--- src/rtl/seq_event_capture.sv ---
// Event capture stage: edge-detects sequence_detected, tags each event with a sequence number
// (plus a cycle timestamp when SEQ_EVENT_TS_EN is defined) and buffers it in a first-word-fall-through FIFO.
module seq_event_capture #(
  parameter int DEPTH     = 4,
  parameter int SEQ_WIDTH = 8,
  parameter int TS_WIDTH  = 16
) (
  input  logic                   clk,
  input  logic                   reset,
  input  logic                   detect_in,
  input  logic                   clear,
  output logic                   evt_valid,
  input  logic                   evt_ready,
  output logic [SEQ_WIDTH-1:0]   evt_seq,
  output logic [TS_WIDTH-1:0]    evt_ts,
  output logic [SEQ_WIDTH-1:0]   evt_count,
  output logic [$clog2(DEPTH):0] level,
  output logic                   overflow
);
  localparam int AW = $clog2(DEPTH);
  localparam int LW = AW + 1;

  logic                 detect_d;
  logic                 evt_pulse;
  logic                 full;
  logic                 pop;
  logic                 push;
  logic                 wr_en;
  logic [AW-1:0]        wr_ptr;
  logic [AW-1:0]        rd_ptr;
  logic [SEQ_WIDTH-1:0] seq_cnt;
  logic [SEQ_WIDTH-1:0] seq_mem [DEPTH];

  assign evt_pulse = detect_in & ~detect_d;
  assign full      = (level == LW'(DEPTH));
  assign evt_valid = (level != '0);
  assign pop       = evt_valid & evt_ready;
  // When full, a same-cycle pop frees the slot the new event takes.
  assign push      = evt_pulse & (~full | pop);
  assign wr_en     = push & ~clear;

  always_ff @(posedge clk or posedge reset) begin
    if (reset) begin
      detect_d  <= 1'b0;
      wr_ptr    <= '0;
      rd_ptr    <= '0;
      level     <= '0;
      seq_cnt   <= '0;
      evt_count <= '0;
      overflow  <= 1'b0;
    end else begin
      detect_d <= detect_in;
      if (clear) begin
        wr_ptr    <= '0;
        rd_ptr    <= '0;
        level     <= '0;
        seq_cnt   <= '0;
        evt_count <= '0;
        overflow  <= 1'b0;
      end else begin
        if (push) wr_ptr <= wr_ptr + AW'(1);
        if (pop)  rd_ptr <= rd_ptr + AW'(1);
        level <= level + LW'(push) - LW'(pop);
        // Dropped events still consume a sequence number so gaps reveal the loss.
        if (evt_pulse)          seq_cnt   <= seq_cnt + SEQ_WIDTH'(1);
        if (evt_pulse && !push) overflow  <= 1'b1;
        if (push && evt_count != '1) evt_count <= evt_count + SEQ_WIDTH'(1);
      end
    end
  end

  always_ff @(posedge clk or posedge reset) begin
    if (reset) begin
      for (int i = 0; i < DEPTH; i++) seq_mem[i] <= '0;
    end else if (wr_en) begin
      seq_mem[wr_ptr] <= seq_cnt;
    end
  end

  assign evt_seq = evt_valid ? seq_mem[rd_ptr] : '0;

`ifdef SEQ_EVENT_TS_EN
  logic [TS_WIDTH-1:0] ts_cnt;
  logic [TS_WIDTH-1:0] ts_mem [DEPTH];

  always_ff @(posedge clk or posedge reset) begin
    if (reset) begin
      ts_cnt <= '0;
      for (int i = 0; i < DEPTH; i++) ts_mem[i] <= '0;
    end else begin
      ts_cnt <= ts_cnt + TS_WIDTH'(1);
      if (wr_en) ts_mem[wr_ptr] <= ts_cnt;
    end
  end

  assign evt_ts = evt_valid ? ts_mem[rd_ptr] : '0;
`else
  assign evt_ts = '0;
`endif

endmodule

--- config.mk ---
export PLATFORM = sky130hd
export DESIGN_NAME = seq_event_capture
export DESIGN_NICKNAME = d
export VERILOG_FILES = /design/src/rtl/seq_event_capture.sv
export SDC_FILE = /design/constraint.sdc
export NUM_CORES = 1
export LEC_CHECK = 0
export BUFFER_PORTS_ARGS = -buffer_cell sky130_fd_sc_hd__buf_2
export CORE_MARGIN = 2
export CORE_UTILIZATION = 36
export DETAILED_ROUTE_END_ITERATION = 12
export SETUP_SLACK_MARGIN = 0.4
export SYNTH_ARGS = -nofsm -noshare
export SYNTH_HDL_FRONTEND = slang
export SYNTH_SLANG_ARGS = --single-unit
--- constraint.sdc ---
create_clock -name clk -period 5.8 [get_ports clk]
set_input_delay 0.29 -clock clk [delete_from_list [all_inputs] [get_ports clk]]
set_output_delay 0.29 -clock clk [all_outputs]
set_load 0.01 [all_outputs]
==> results of run 1 <==
-- synthesized netlist by cell type, types with 3 or more instances --
cell,number,area (sq um)
buf_2,3,15.0
xor2_1,10,87.6
nand2_1,5,18.8
mux2i_1,4,40.0
buf_4,17,128
mux2_2,32,360
xnor2_1,4,35.0
inv_1,6,22.5
ha_1,8,100
mux4_2,8,180
nor2_1,19,71.3
nor3b_4,4,75.1
a21oi_1,5,25.0
or3_1,3,18.8
nand3_1,5,25.0
nand4_1,7,43.8
dfrtp_1,57,1430
and2_1,9,56.3
and3_1,3,18.8
-- per-stage QoR --
step,util,instance area (sq um)
finish,0.428,3320
global route,0.428,3320
CTS,0.428,3320
detailed placement,0.395,3070
global placement,0.395,3070
floorplan,-,2970
-- per-layer routing --
metal  global-route usage  wire, um  vias to the layer above
li1                     -         -                      833
met1                0.161      2370                      866
met2                0.220      2490                       27
met3               0.0289       120                       11
met4               0.0652       124                        0
met5                    0         0                        -
-- registers in the layout, summed over array words and instances (netlist names) --
signal	count
overflow	1
rd_ptr	2
seq_cnt	8
detect_d	1
evt_count	8
seq_mem	32
wr_ptr	2
level	3
-- cell families after synthesis --
group | Yosys count
flip-flops | 57
adder cells (fa/ha/maj) | 9
AND/OR/NAND/NOR | 63
AO/OA/AOI/OAI | 10
buffers and inverters | 31
multiplexers | 44
XOR/XNOR | 14
other | 1
-- critical path, stage by stage (launching register included) --
cell and delay, ns:
dfrtp_1 0.45, or3_1 0.56, and2_1 0.26, ha_1 0.29, inv_1 0.07, ha_1 0.15
inv_1 0.05, fa_1 0.37, xor2_1 0.17, xnor2_1 0.14, nor2_1 0.05
-- final cells by class --
cell class | count | share of cell area
multi-input combinational | 156 | 0.407
clock inverter | 4 | 0.0298
clock buffer | 12 | 0.0467
timing repair buffer | 27 | 0.0422
sequential | 57 | 0.430
inverter | 6 | 0.00678
tap | 102 | 0.0384
-- path summary, 6_finish.rpt --
check | startpoint | to | slack, ns
min | detect_in | detect_d | 0.08
max reg2reg | level[1] | level[2] | 3.11
min in group asynchronous | reset | overflow | 0.15
max | level[1] | level[2] | 3.11
min reg2reg | overflow | overflow | 0.49
max in group asynchronous | reset | seq_mem[9] | 5.18
-- power breakdown --
part | leakage (nW) | internal, mW | switching, mW | total [mW]
logic | 0.727 | 0.0793 | 0.0921 | 0.171
clock network | 0.127 | 0.310 | 0.155 | 0.465
registers | 0.787 | 0.419 | 0.0393 | 0.458
total | 1.64 | 0.808 | 0.287 | 1.09
==> flow_summary.toml, run 1 <==
[critical_path]
crit_path_start_kind = "flop"
crit_type = "reg2reg"
critical_path_required_ns = 5.99
critPathCaptureType = "flop"
cp_max_fo = 11
reg2reg_depth = 10
arrival_ns = 2.87

[sta]
slew_viol_final = 0
period_share = 0.463
hold_slack_ns = 0.0815
fin_ws_ns = 3.11
hold_viol_final = 0
min_period_ns = 2.69
rsz0062_at_grt = "false"
tns_ns = 0
slew_headroom = 0.525
finalSetupViolCount = 0
finClkSkew_ns = 0.0115
max_freq_mhz = 372
worstMarginPinSlew_ns = 0.713

[synth]
netlist_area_sq_mm = 0.00291
synthAdderAreaFrac = 0.0413
synth-seq-cells = 57
syn_avg_cell_area_sq_um = 12.7
synth-edff-count = 0
synthMuxAreaShare = 0.199
syn_inst = 229
synthSimpleGateAreaFrac = 0.138
synth_cell_types = 34
synthXorXnorAreaFrac = 0.0421
synth_top_family_by_area = "multiplexers"
ys_seq_area_frac = 0.490
synthArstFlopShare = 1.00
yosysWarnings = 0
synth-compound-area-share = 0.0219
synth_top_flop_cell = "dfrtp_1"

[die]
dieWidth_um = 93.9
core.rowCount = 32
start_util = 0.375
dieHeight_um = 93.9
io_pins = 42
core_area_sq_mm = 0.00777
dieArea_sq_mm = 0.00882

[clocking]
h-tree-depth = 3
post_cts_resized = 0
clk_latency_ns = 0.33
holdBufCountCts = 0
post-cts-setup-buffer-count = 0
numCtsBuffers = 9
ctsLongestPathBuffers = 2
cts_tree = "done"
cts_root_buf = "clkbuf_8"
cts.sinks = 57
clk_pin_slew_ns = 0.06

[route]
drt.antenna.violating_nets = 0
via_per_inst = 4.77
route.vias.total = 1737
first_pass_iters = 4
drt_wl_total_um = 5110
drtIter0Drc = 57
wl_per_cell_um = 14.0
drc = 0

[finish]
diodes = 0
seq_area_sq_mm = 0.00143
mostFrequentLayoutCells = "57 x dfrtp_1, 32 x mux2_2, 25 x buf_2, 19 x nor2_1, 16 x conb_1"
area_growth_pct = 14.1
final_common_cell = "dfrtp_1"
fin_cells = 364
fill_cells = 727
final_nets = 271
final_layout_size_suffix_gt1_frac = 0.344
multi_input_area_sq_mm = 0.00135

[power]
vdd_drop_max_mv = 0.151
fin_total_pwr_mw = 1.09
power.density_mw_per_mm2 = 330
leakagePower_nw = 1.64

[status]
outcome = "finished clean"

[flow_run]
drv_cap = 0

[global_routing]
grt_remaining_overflow = 0
grt_pass1_wl_um = 8780
grt_usage = 0.132
grt_pass1_vias = 1770
grt_max_degree = 58
antenna_found_initial = 0

[min_path]
hold_depth = 1
hp-class = "in2reg"

[placement]
dpl_worst_slack_ns = 3.10
hpwl_um = 3360
dp.cells = 348
io_buffers = 25
gp_congestion = 0.716
Power figures use the tool's default switching activity.
==> inputs of run 2 (changes only) <==
Clock period 5.8 ns to 2.74 ns, I/O delays scaled along.
==> run 2 against run 1 <==
Core utilization rose by 1.1 points. Setup slack worse by 2.7 ns. Clock skew shrank 0.0016 ns. Count of clock-buffer cells in the layout down 3. Critical path depth unchanged. Via count is 3.2% higher. Power is 120% higher.
==> flow_summary.toml, run 2 (synthesis gave the netlist of run 1 again) <==
[status]
outcome = "finished clean"

[global_routing]
grt_usage = 0.135
grt_max_degree = 44
grt_pass1_vias = 1768
grt_remaining_overflow = 0
antenna_found_initial = 0
grt_pass1_wl_um = 8940

[sta]
min_period_ns = 2.36
hold_slack_ns = 0.176
hold_viol_final = 0
rsz0062_at_grt = "true"
tns_ns = 0
slew_viol_final = 0
finClkSkew_ns = 0.00992
finalSetupViolCount = 0
period_share = 0.860
max_freq_mhz = 424
worstMarginPinSlew_ns = 0.668
slew_headroom = 0.555

[critical_path]
rrSetupSlack_ns = 0.38
arrival_ns = 2.55
cpLargestDelayFamily = "simple AND/OR/NAND/NOR gates"
cp_slowest_stage_delay_ns = 0.59
critPathCaptureType = "flop"
path_buf_inv = 2
reg2reg_to = "level[2]"
crit_type = "reg2reg"
critical_path_required_ns = 2.93
cp_slowest_cell = "or4b_4"
reg2reg_from = "level[0]"
reg2reg_depth = 10
crit_path_start_kind = "flop"
cp_max_fo = 4
critical_path_depth = 10
cp_cell_sequence = "or4b_4 -> nand2_8 -> ha_4 -> inv_2 -> ha_4 -> inv_2 -> fa_2 -> xor2_2 -> xnor2_1 -> nor2_1"

[route]
drt_wl_total_um = 5360
dr_wl_met3_um = 226
topRoutingLayerUsed = "met4"
drc = 0
drt.antenna.violating_nets = 0
drt-met1-wl_um = 2560
met2_length_um = 2480
drtIter0Drc = 63
route.vias.total = 1793
first_pass_iters = 4
via_per_inst = 4.83
wl_per_cell_um = 14.5

[min_path]
min-delay-start = "evt_ready"
hold_depth = 4
hp-class = "in2reg"
holdPathEnd = "rd_ptr[1]"

[die]
dieWidth_um = 93.9
io_pins = 42
start_util = 0.375
core_area_sq_mm = 0.00777
dieHeight_um = 93.9
core.rowCount = 32
dieArea_sq_mm = 0.00882

[power]
power.density_mw_per_mm2 = 701
vdd_drop_max_mv = 0.572
fin_total_pwr_mw = 2.39
swShare = 0.279
p_comb_frac = 0.192
seqPwrFrac = 0.407
leakagePower_nw = 1.66
pwr-share-clk = 0.401
p_sw_mw = 0.665
power.internal_mw = 1.72

[clocking]
cts_tree = "done"
cts.sinks = 57
clk_pin_slew_ns = 0.07
ctsLongestPathBuffers = 2
clk_latency_ns = 0.34
h-tree-depth = 3
cts_root_buf = "clkbuf_8"
numCtsBuffers = 9

[finish]
area_growth_pct = 17.0
diodes = 0
fin_util = 0.438
largest_reg_flops = 32
mostFrequentLayoutCells = "56 x dfrtp_1, 32 x mux2_2, 25 x buf_2, 19 x nor2_1, 16 x conb_1"
final_layout_size_suffix_gt1_frac = 0.387
max_flop_register = "seq_mem"
final_common_cell = "dfrtp_1"
fin_area_sq_mm = 0.00341
final_nets = 278
top_regs = "seq_mem (32), evt_count (8), seq_cnt (8)"

[placement]
gp_congestion = 0.684
hpwl_um = 3400
post_dp_cell_area_sq_mm = 0.00309
io_buffers = 25

[flow_run]
drv_cap = 0
run 2: cell count changes in the layout (fill, tap and decap cells not counted), moves of 2 or more:
cell	change
inv_2	+2
ha_1	-2
inv_1	-2
buf_4	+5
clkbuf_8	-2
ha_4	+2
clkinvlp_4	+2
dlygate4sd3_1	+2
run 2: worst max-delay path by stage:
stage | end | from
after floorplan | level[2] | level[0]
after global routing | level[2] | level[0]
after global placement | level[2] | level[0]
final | level[2] | level[0]
after detailed placement | level[2] | level[0]
after CTS | level[2] | level[1]
run 2: per-stage QoR:
step	setup WS [ns]	cells
2_1_floorplan	0.327	244
3_3_place_gp	0.324	349
3_5_place_dp	0.293	349
4_1_cts	0.414	369
5_1_grt	0.266	371
6_report	0.383	371
run 2: worst reg2reg max path, delay by kind of cell, from the launching register on:
| kind | cells | cell delay [ns] |
|---|---|---|
| XOR/XNOR | 2 | 0.29 |
| adder cells (fa/ha/maj) | 3 | 0.68 |
| buffers and inverters | 2 | 0.10 |
| flip-flops | 1 | 0.40 |
| AND/OR/NAND/NOR | 3 | 0.74 |
run 2: timing repair:
item,CTS,global route
endpoints found under the setup margin,1,1
resized for setup,0,6
pin swaps,1,5
buffers inserted,2,2
hold buffers,2,0
endpoints found under the hold margin,15,0
run 2: per-layer routing:
| layer | track usage | vias up |
|---|---|---|
| met1 | 0.185 | 903 |
| li1 | - | 836 |
| met4 | 0.0688 | 0 |
| met3 | 0.0241 | 10 |
| met5 | 0 | - |
| met2 | 0.206 | 44 |
run 2: layout make-up:
type	instances	area, sq um
inverters	6	22.5
well taps	102	128
fillers	738	4360
multi-input cells	156	1390
flip-flops and latches	57	1430
repair buffers	34	198
clock buffers	9	124
clock inverters	7	119
run 2: power by group through the flow:
stage          clock network (mW)  logic (mW)  registers [mW]
2_1_floorplan                   0       0.337           0.945
3_3_place_gp                    0       0.392           0.988
5_1_grt                      1.02       0.518           0.988
4_1_cts                     0.976       0.405           0.976
6_report                    0.958       0.457           0.972
3_5_place_dp                    0       0.395           0.991
